<file path="config.mk">
export PLATFORM = sky130hd
export DESIGN_NAME = vga_text_console
export DESIGN_NICKNAME = d
export VERILOG_FILES = /design/src/rtl/vga_console_pkg.sv /design/src/rtl/vga_text_console.sv
export SDC_FILE = /design/constraint.sdc
export NUM_CORES = 1
export LEC_CHECK = 0
export CORE_MARGIN = 5
export CORE_UTILIZATION = 47
export DETAILED_ROUTE_END_ITERATION = 16
export HOLD_SLACK_MARGIN = 0.1
export PLACE_DENSITY_LB_ADDON = 0.08
export SLEW_MARGIN = 40
export SYNTH_ARGS = -nofsm -noshare
export SYNTH_HDL_FRONTEND = slang
export SYNTH_SLANG_ARGS = --single-unit
</file>
<file path="constraint.sdc">
create_clock -name clk -period 8.35 [get_ports clk]
set_clock_uncertainty 0.2 [all_clocks]
set_input_delay 1.2525 -clock clk [delete_from_list [all_inputs] [get_ports clk]]
set_output_delay 1.2525 -clock clk [all_outputs]
set_load 0.005 [all_outputs]
</file>
<file path="src/rtl/vga_console_pkg.sv">
// Shared types and helpers for the VGA text console feeder: FSM states,
// ASCII control codes and the character-memory word packing.
package vga_console_pkg;

  typedef enum logic [1:0] {
    IDLE       = 2'd0,
    CLR_LINE   = 2'd1,
    CLR_SCREEN = 2'd2
  } state_e;

  localparam logic [7:0] ASC_LF = 8'h0A;
  localparam logic [7:0] ASC_CR = 8'h0D;
  localparam logic [7:0] ASC_BS = 8'h08;
  localparam logic [7:0] ASC_FF = 8'h0C;
  localparam logic [7:0] ASC_SP = 8'h20;

  // Colour mode drops bit 7 of the glyph to make room for the colour fields.
  function automatic logic [31:0] pack_char(input logic        use_color,
                                            input logic [11:0] fg,
                                            input logic [11:0] bg,
                                            input logic [7:0]  ch);
    return use_color ? {bg, fg, 1'b0, ch[6:0]} : {24'd0, ch};
  endfunction

endpackage

</file>
<file path="src/rtl/vga_text_console.sv">
// Byte-stream to character-memory writer: tracks a cursor, interprets
// LF/CR/BS/FF, wraps at the screen edge and clears every newly entered line.
module vga_text_console
  import vga_console_pkg::*;
#(
  parameter int COLS           = 80,
  parameter int ROWS           = 30,
  parameter bit CLEAR_ON_RESET = 1'b1
) (
  input  logic        clk,
  input  logic        rst_n,
  input  logic        in_valid,
  input  logic [7:0]  in_char,
  output logic        in_ready,
  input  logic        use_color,
  input  logic [11:0] fg_rgb,
  input  logic [11:0] bg_rgb,
  output logic        char_we,
  output logic [11:0] char_addr,
  output logic [31:0] char_value,
  output logic [4:0]  cursor_row,
  output logic [6:0]  cursor_col,
  output logic        busy
);

  localparam logic [6:0] LAST_COL = 7'(COLS - 1);
  localparam logic [4:0] LAST_ROW = 5'(ROWS - 1);

  state_e      state_q;
  logic [4:0]  row_q, clr_row_q;
  logic [6:0]  col_q, clr_col_q;
  logic        uc_q;
  logic [11:0] fg_q, bg_q;
  logic        we_q;
  logic [11:0] addr_q;
  logic [31:0] value_q;

  logic [4:0] row_nxt;
  logic       printable;
  logic       accept;

  assign row_nxt   = (row_q == LAST_ROW) ? 5'd0 : row_q + 5'd1;
  assign printable = (in_char >= 8'h20) && (in_char <= 8'h7E);
  assign in_ready  = (state_q == IDLE);
  assign accept    = in_valid && in_ready;

  always_ff @(posedge clk or negedge rst_n) begin
    if (!rst_n) begin
      state_q   <= CLEAR_ON_RESET ? CLR_SCREEN : IDLE;
      row_q     <= '0;
      col_q     <= '0;
      clr_row_q <= '0;
      clr_col_q <= '0;
      uc_q      <= 1'b0;
      fg_q      <= '0;
      bg_q      <= '0;
      we_q      <= 1'b0;
      addr_q    <= '0;
      value_q   <= '0;
    end else begin
      we_q <= 1'b0;
      unique case (state_q)
        IDLE: begin
          if (accept) begin
            // Colours are captured per byte so any clear it triggers matches it.
            uc_q <= use_color;
            fg_q <= fg_rgb;
            bg_q <= bg_rgb;
            if (printable) begin
              we_q    <= 1'b1;
              addr_q  <= {row_q, col_q};
              value_q <= pack_char(use_color, fg_rgb, bg_rgb, in_char);
              if (col_q == LAST_COL) begin
                col_q     <= '0;
                row_q     <= row_nxt;
                clr_row_q <= row_nxt;
                clr_col_q <= '0;
                state_q   <= CLR_LINE;
              end else begin
                col_q <= col_q + 7'd1;
              end
            end else if (in_char == ASC_LF) begin
              col_q     <= '0;
              row_q     <= row_nxt;
              clr_row_q <= row_nxt;
              clr_col_q <= '0;
              state_q   <= CLR_LINE;
            end else if (in_char == ASC_CR) begin
              col_q <= '0;
            end else if (in_char == ASC_BS) begin
              if (col_q != 7'd0) begin
                col_q   <= col_q - 7'd1;
                we_q    <= 1'b1;
                addr_q  <= {row_q, col_q - 7'd1};
                value_q <= pack_char(use_color, fg_rgb, bg_rgb, ASC_SP);
              end
            end else if (in_char == ASC_FF) begin
              row_q     <= '0;
              col_q     <= '0;
              clr_row_q <= '0;
              clr_col_q <= '0;
              state_q   <= CLR_SCREEN;
            end
          end
        end
        CLR_LINE: begin
          we_q    <= 1'b1;
          addr_q  <= {clr_row_q, clr_col_q};
          value_q <= pack_char(uc_q, fg_q, bg_q, ASC_SP);
          if (clr_col_q == LAST_COL) begin
            clr_col_q <= '0;
            state_q   <= IDLE;
          end else begin
            clr_col_q <= clr_col_q + 7'd1;
          end
        end
        CLR_SCREEN: begin
          we_q    <= 1'b1;
          addr_q  <= {clr_row_q, clr_col_q};
          value_q <= pack_char(uc_q, fg_q, bg_q, ASC_SP);
          if (clr_col_q == LAST_COL) begin
            clr_col_q <= '0;
            if (clr_row_q == LAST_ROW) begin
              clr_row_q <= '0;
              row_q     <= '0;
              col_q     <= '0;
              state_q   <= IDLE;
            end else begin
              clr_row_q <= clr_row_q + 5'd1;
            end
          end else begin
            clr_col_q <= clr_col_q + 7'd1;
          end
        end
        default: state_q <= IDLE;
      endcase
    end
  end

  assign char_we    = we_q;
  assign char_addr  = addr_q;
  assign char_value = value_q;
  assign cursor_row = row_q;
  assign cursor_col = col_q;
  assign busy       = ~in_ready;

endmodule

</file>
[Word level (Yosys, flattened, before mapping)]
Cells that the tools add are included.
Storage, ports and cells
  bits in registers: 96
  input port bits: 36
  output and inout bits: 59
  logic and storage cells: 125
Operators by class
  $add $sub $neg: 5
  $lt $le $gt $ge: 2
  equality and inequality tests: 24
  muxes and demuxes: 68
  bitwise gates (word level): 1
  reduce and logical (&&, ||, !) cells: 14
Operators by type and width (count)
  two-way mux 32 bit: 9
  two-way mux 7 bit: 17
  two-way mux 12 bit: 6
  one-hot mux 32 bit (2 select lines): 1
  two-way mux 5 bit: 12
  equality test 8 x 4 -> 1 bit (second input constant): 4
  one-hot mux 7 bit (2 select lines): 2
  one-hot mux 12 bit (2 select lines): 1
  two-way mux 2 bit: 10
  one-hot mux 5 bit (2 select lines): 2
  AND reduction 6 bit: 3
  AND reduction 8 bit: 2
  adder 7 x 1 -> 7 bit (second input constant): 2
  equality test 7 bit (second input constant): 2
  adder 5 x 1 -> 5 bit (second input constant): 2
  equality test 5 bit (second input constant): 2
  >= comparator 8 x 6 -> 1 bit (second input constant): 1
  <= comparator 8 x 7 -> 1 bit (second input constant): 1
  inequality test 4 bit (second input constant): 2
  AND reduction 7 bit: 1
  nonzero test 7 bit: 1
  subtractor 7 x 1 -> 7 bit (second input constant): 1
  two-way mux 1 bit: 6
  inequality test 2 bit (second input constant): 3
  other kinds (17): 21

[Depth between registers and ports, before layout]
  word-level depth: 8
  gate-level depth with buffers: 10
  mapped depth without buffers: 7

[Worst setup path before layout]
Ideal clock, no wire load.
  path type: in2reg
  from: input port in_char[1]
  to: register addr_q[10] (netlist: char_addr[10])
  library setup time: 125 ps
  arrival: 2993 ps
  data required time: 8025 ps
  path slack: 5031 ps
  stages on the path: 8
  buffers on the path: 3
  cell sequence: buf_2 -> or4b_1 -> nor2_4 -> a21oi_1 -> o22a_1 -> buf_6 -> buf_6 -> mux2_4
On the way
  longest elaborated chain between the ends: 5
  elaborated cells between the ends (all ways): 14
  classes of those cells: 2 x order compare; 7 x eq/ne; 3 x mux; 2 x reduce/logical
Ends and longest elaborated chain
  start, declared: RTL line vga_text_console.sv:13  | input logic [7:0] in_char,
  >= comparator 8 x 6 -> 1 bit / <= comparator 8 x 7 -> 1 bit (equally long branches): RTL line vga_text_console.sv:43  | assign printable = (in_char >= 8'h20) && (in_char <= 8'h7E);
  logical AND 1 bit: RTL line vga_text_console.sv:43
  two-way mux 12 bit: RTL line vga_text_console.sv:69  | if (printable) begin
  two-way mux 12 bit: RTL line vga_text_console.sv:64  | if (accept) begin
  one-hot mux 12 bit (2 select lines): RTL line vga_text_console.sv:62  | unique case (state_q)
  end signal, assigned: RTL line vga_text_console.sv:71  | addr_q <= {row_q, col_q};
  end signal, assigned: RTL line vga_text_console.sv:94  | addr_q <= {row_q, col_q - 7'd1};
  end signal, assigned: RTL line vga_text_console.sv:108  | addr_q <= {clr_row_q, clr_col_q};
  end, declared: RTL line vga_text_console.sv:35  | logic [11:0] addr_q;
Parallel ways exist; a longest one is shown, timed or not. The select of a mux whose other input is x is not followed.
A chain may end at the register's enable or synchronous reset.

[Final worst setup path]
  from: input port in_char[2]
  to: register value_q[31] (netlist: char_value[31])
On the way
  longest elaborated chain between the ends: 5
  elaborated cells between the ends (all ways): 14
  classes of those cells: 2 x order compare; 7 x eq/ne; 3 x mux; 2 x reduce/logical
Ends and longest elaborated chain
  >= comparator 8 x 6 -> 1 bit / <= comparator 8 x 7 -> 1 bit (equally long branches): RTL line vga_text_console.sv:43
  logical AND 1 bit: RTL line vga_text_console.sv:43
  two-way mux 32 bit: RTL line vga_text_console.sv:69
  two-way mux 32 bit: RTL line vga_text_console.sv:64
  one-hot mux 32 bit (2 select lines): RTL line vga_text_console.sv:62
  end signal, assigned: RTL line vga_text_console.sv:72  | value_q <= pack_char(use_color, fg_rgb, bg_rgb, in_char);
  end signal, assigned: RTL line vga_text_console.sv:95  | value_q <= pack_char(use_color, fg_rgb, bg_rgb, ASC_SP);
  end signal, assigned: RTL line vga_text_console.sv:109  | value_q <= pack_char(uc_q, fg_q, bg_q, ASC_SP);
  end, declared: RTL line vga_text_console.sv:36  | logic [31:0] value_q;
Parallel ways exist; a longest one is shown, timed or not. The select of a mux whose other input is x is not followed.

==> run metrics <==
setup violators final 0; period utilization 0.490; RSZ-0062 raised after global routing no; Vias 4184; M2 GR Usage 0.310; ys flop type dfrtp_1; Hold Violations, Final 0; FFs w/ async S/R, synth 1.00; critical path startpoint category primary input; Antenna Nets Post-Route 0; Final Hold Slack 0.289 ns; TritonCTS buffer count 9; PwrDens 346 nW/um^2; Routed WL 13200 um; number of port buffers 94; HP Class reg2reg; met1 usage 0.262; Post-Synthesis Cells 484; worst-path fanout max 25; Initial Util 0.479; endpoint type of the worst setup path register; post-route cell area 6760 sq um; Max-cap violations 0; ratio of cells with drive above 1 in the final layout 0.190; Seq/Total Area, Yosys 0.439; DP Cell Count 692; drt wl/cell 18.7 um; dpl hpwl 9300 um; switch share 0.347; CTS max path bufs 2; post-synthesis cell type count 66; synth cell count leaders dfrtp_1, mux2_2, mux2_4; Syn Area/Cell 11.3 sq um; Synth area leader dfrtp_1; Cell Area, Synth 5470 sq um; Rows 39; Sequential Power Share 0.330; Slew Limit Headroom 0.518; Placed Area 6450 sq um; TritonCTS clock tree yes; Layout Nets 608; CTS root buf clkbuf_16; Period minus WS final 4.09 ns; Synth Net Count 532; Clock Power Share 0.182; first-pass GRT wire length 22000 um; DRT iter0 DRCs 285; flops & latches, synth 96; Critical Path RT 8.38 ns; pin count of the biggest net entering global routing 65; io pins 95; setup TNS 0 ns; Slew @ Worst Pin 0.717 ns; GR Util met3 0.0384; GR Util All Layers 0.193; hold buffer count at cts 0; Skew-Pair Late Insertion Delay 0.34 ns; GPL Wtd Cong 0.873; die area 13900 sq um; post-CTS resize count 0; P_sw 0.812 mW; Seq. cell area 2400 sq um; vias in the first global route 4185; Comb power frac 0.488; internal power 1.52 mW; DR pass1 iterations 5; Filler cells 974; count leader, synth dfrtp_1; Multi-input gate area 2820 sq um; Synthesis Warnings 0; CORE AREA 11400 sq um; busiest grt layer met2; fmax 244 MHz; Setup Fix Bufs, Post-CTS 0; Layout area overhead 23.6%; vias per inst 5.92; Clock Pin Slew Worst Setup and Hold Paths 0.06 ns; Post-Layout Cell Count 707; CP Class in2reg; status completed; Antenna Cells 0; P_leak 2.94 nW; Util after Layout 0.592; grt total ovfl 0; initial antenna violation count 0; Synth area leaders dfrtp_1, mux2_4, mux2_2; number of flops mapped to enable cells by yosys 0; H-tree Lvls 3; die width 118 um; max-slew violations 0; Sink Count 96; arrival time worst endpoint 4.12 ns; Synth top area share 0.435; Chip Height 118 um; VDD IR max 178 uV; DRC viols 0
==> kinds of logic after synthesis <==
family | share of synthesized area
fa+ha+maj | 0.0275
mux | 0.194
compound gates | 0.162
buf+inv | 0.0471
flops | 0.439
xor+xnor | 0.0112
simple gates | 0.118
==> layout make-up <==
class	count	area share
Tap cell	143	0.0265
Sequential cell	96	0.355
Clock inverter	3	0.00740
Inverter	22	0.0122
Multi-Input combinational cell	333	0.417
Clock buffer	12	0.0379
Timing Repair Buffer	98	0.144
==> routing by layer <==
metal | share of wire | vias to the layer above
li1 | - | 1953
met2 | 0.48 | 125
met5 | 0 | -
met3 | 0.053 | 16
met1 | 0.45 | 2090
met4 | 0.014 | 0
==> per-stage QoR <==
stage	setup WS [ns]	total power, mW
global route	4.12	2.50
finish	4.26	2.34
floorplan	5.03	1.55
global placement	4.03	1.90
detailed placement	3.91	1.93
CTS	4.27	2.36
==> power by group through the flow <==
stage | sequential, mW | clock (mW) | combinational (mW)
floorplan | 0.750 | 0 | 0.800
global placement | 0.771 | 0 | 1.13
detailed placement | 0.777 | 0 | 1.15
CTS | 0.771 | 0.433 | 1.15
global route | 0.794 | 0.453 | 1.25
finish | 0.770 | 0.426 | 1.14
==> worst paths after layout <==
path | cells past startpoint | from | slack, ns | end
max reg2reg | 8 | cursor_col[0] | 5.26 | char_value[31]
min in group asynchronous | 1 | rst_n | 0.65 | cursor_col[0]
max in group asynchronous | 2 | rst_n | 6.38 | bg_q[10]
min | 1 | char_value[7] | 0.29 | char_value[7]
max | 7 | in_char[2] | 4.26 | char_value[31]
min reg2reg | 1 | char_value[7] | 0.29 | char_value[7]
==> flip-flops by register name, indices dropped and copies added, names as in the netlist <==
signal / flops
char_value: 32
cursor_row: 5
cursor_col: 7
fg_q: 12
char_addr: 12
clr_row_q: 5
uc_q: 1
state_q: 2
bg_q: 12
char_we: 1
clr_col_q: 7
==> worst max-delay path, stage by stage <==
cell	delay, ns
clkdlybuf4s50_1	0.63
nand4_1	0.17
o21ba_2	0.36
a21oi_1	0.23
o22a_2	0.57
buf_4	0.53
mux2_4	0.34
==> cells in the final DEF (no fill, tap or decap), drive strengths merged, types with 7 or more instances in the layout <==
cell type,Yosys,routed
o21ai,18,18
and3,7,7
inv,22,23
nand3,17,17
a22o,31,31
clkdlybuf4s50,0,93
clkbuf,20,12
nor2,21,21
dfrtp,95,95
mux2i,11,11
mux2,74,74
ha,12,12
nand2,25,25
Note: power is estimated with default switching activity, not from simulation.
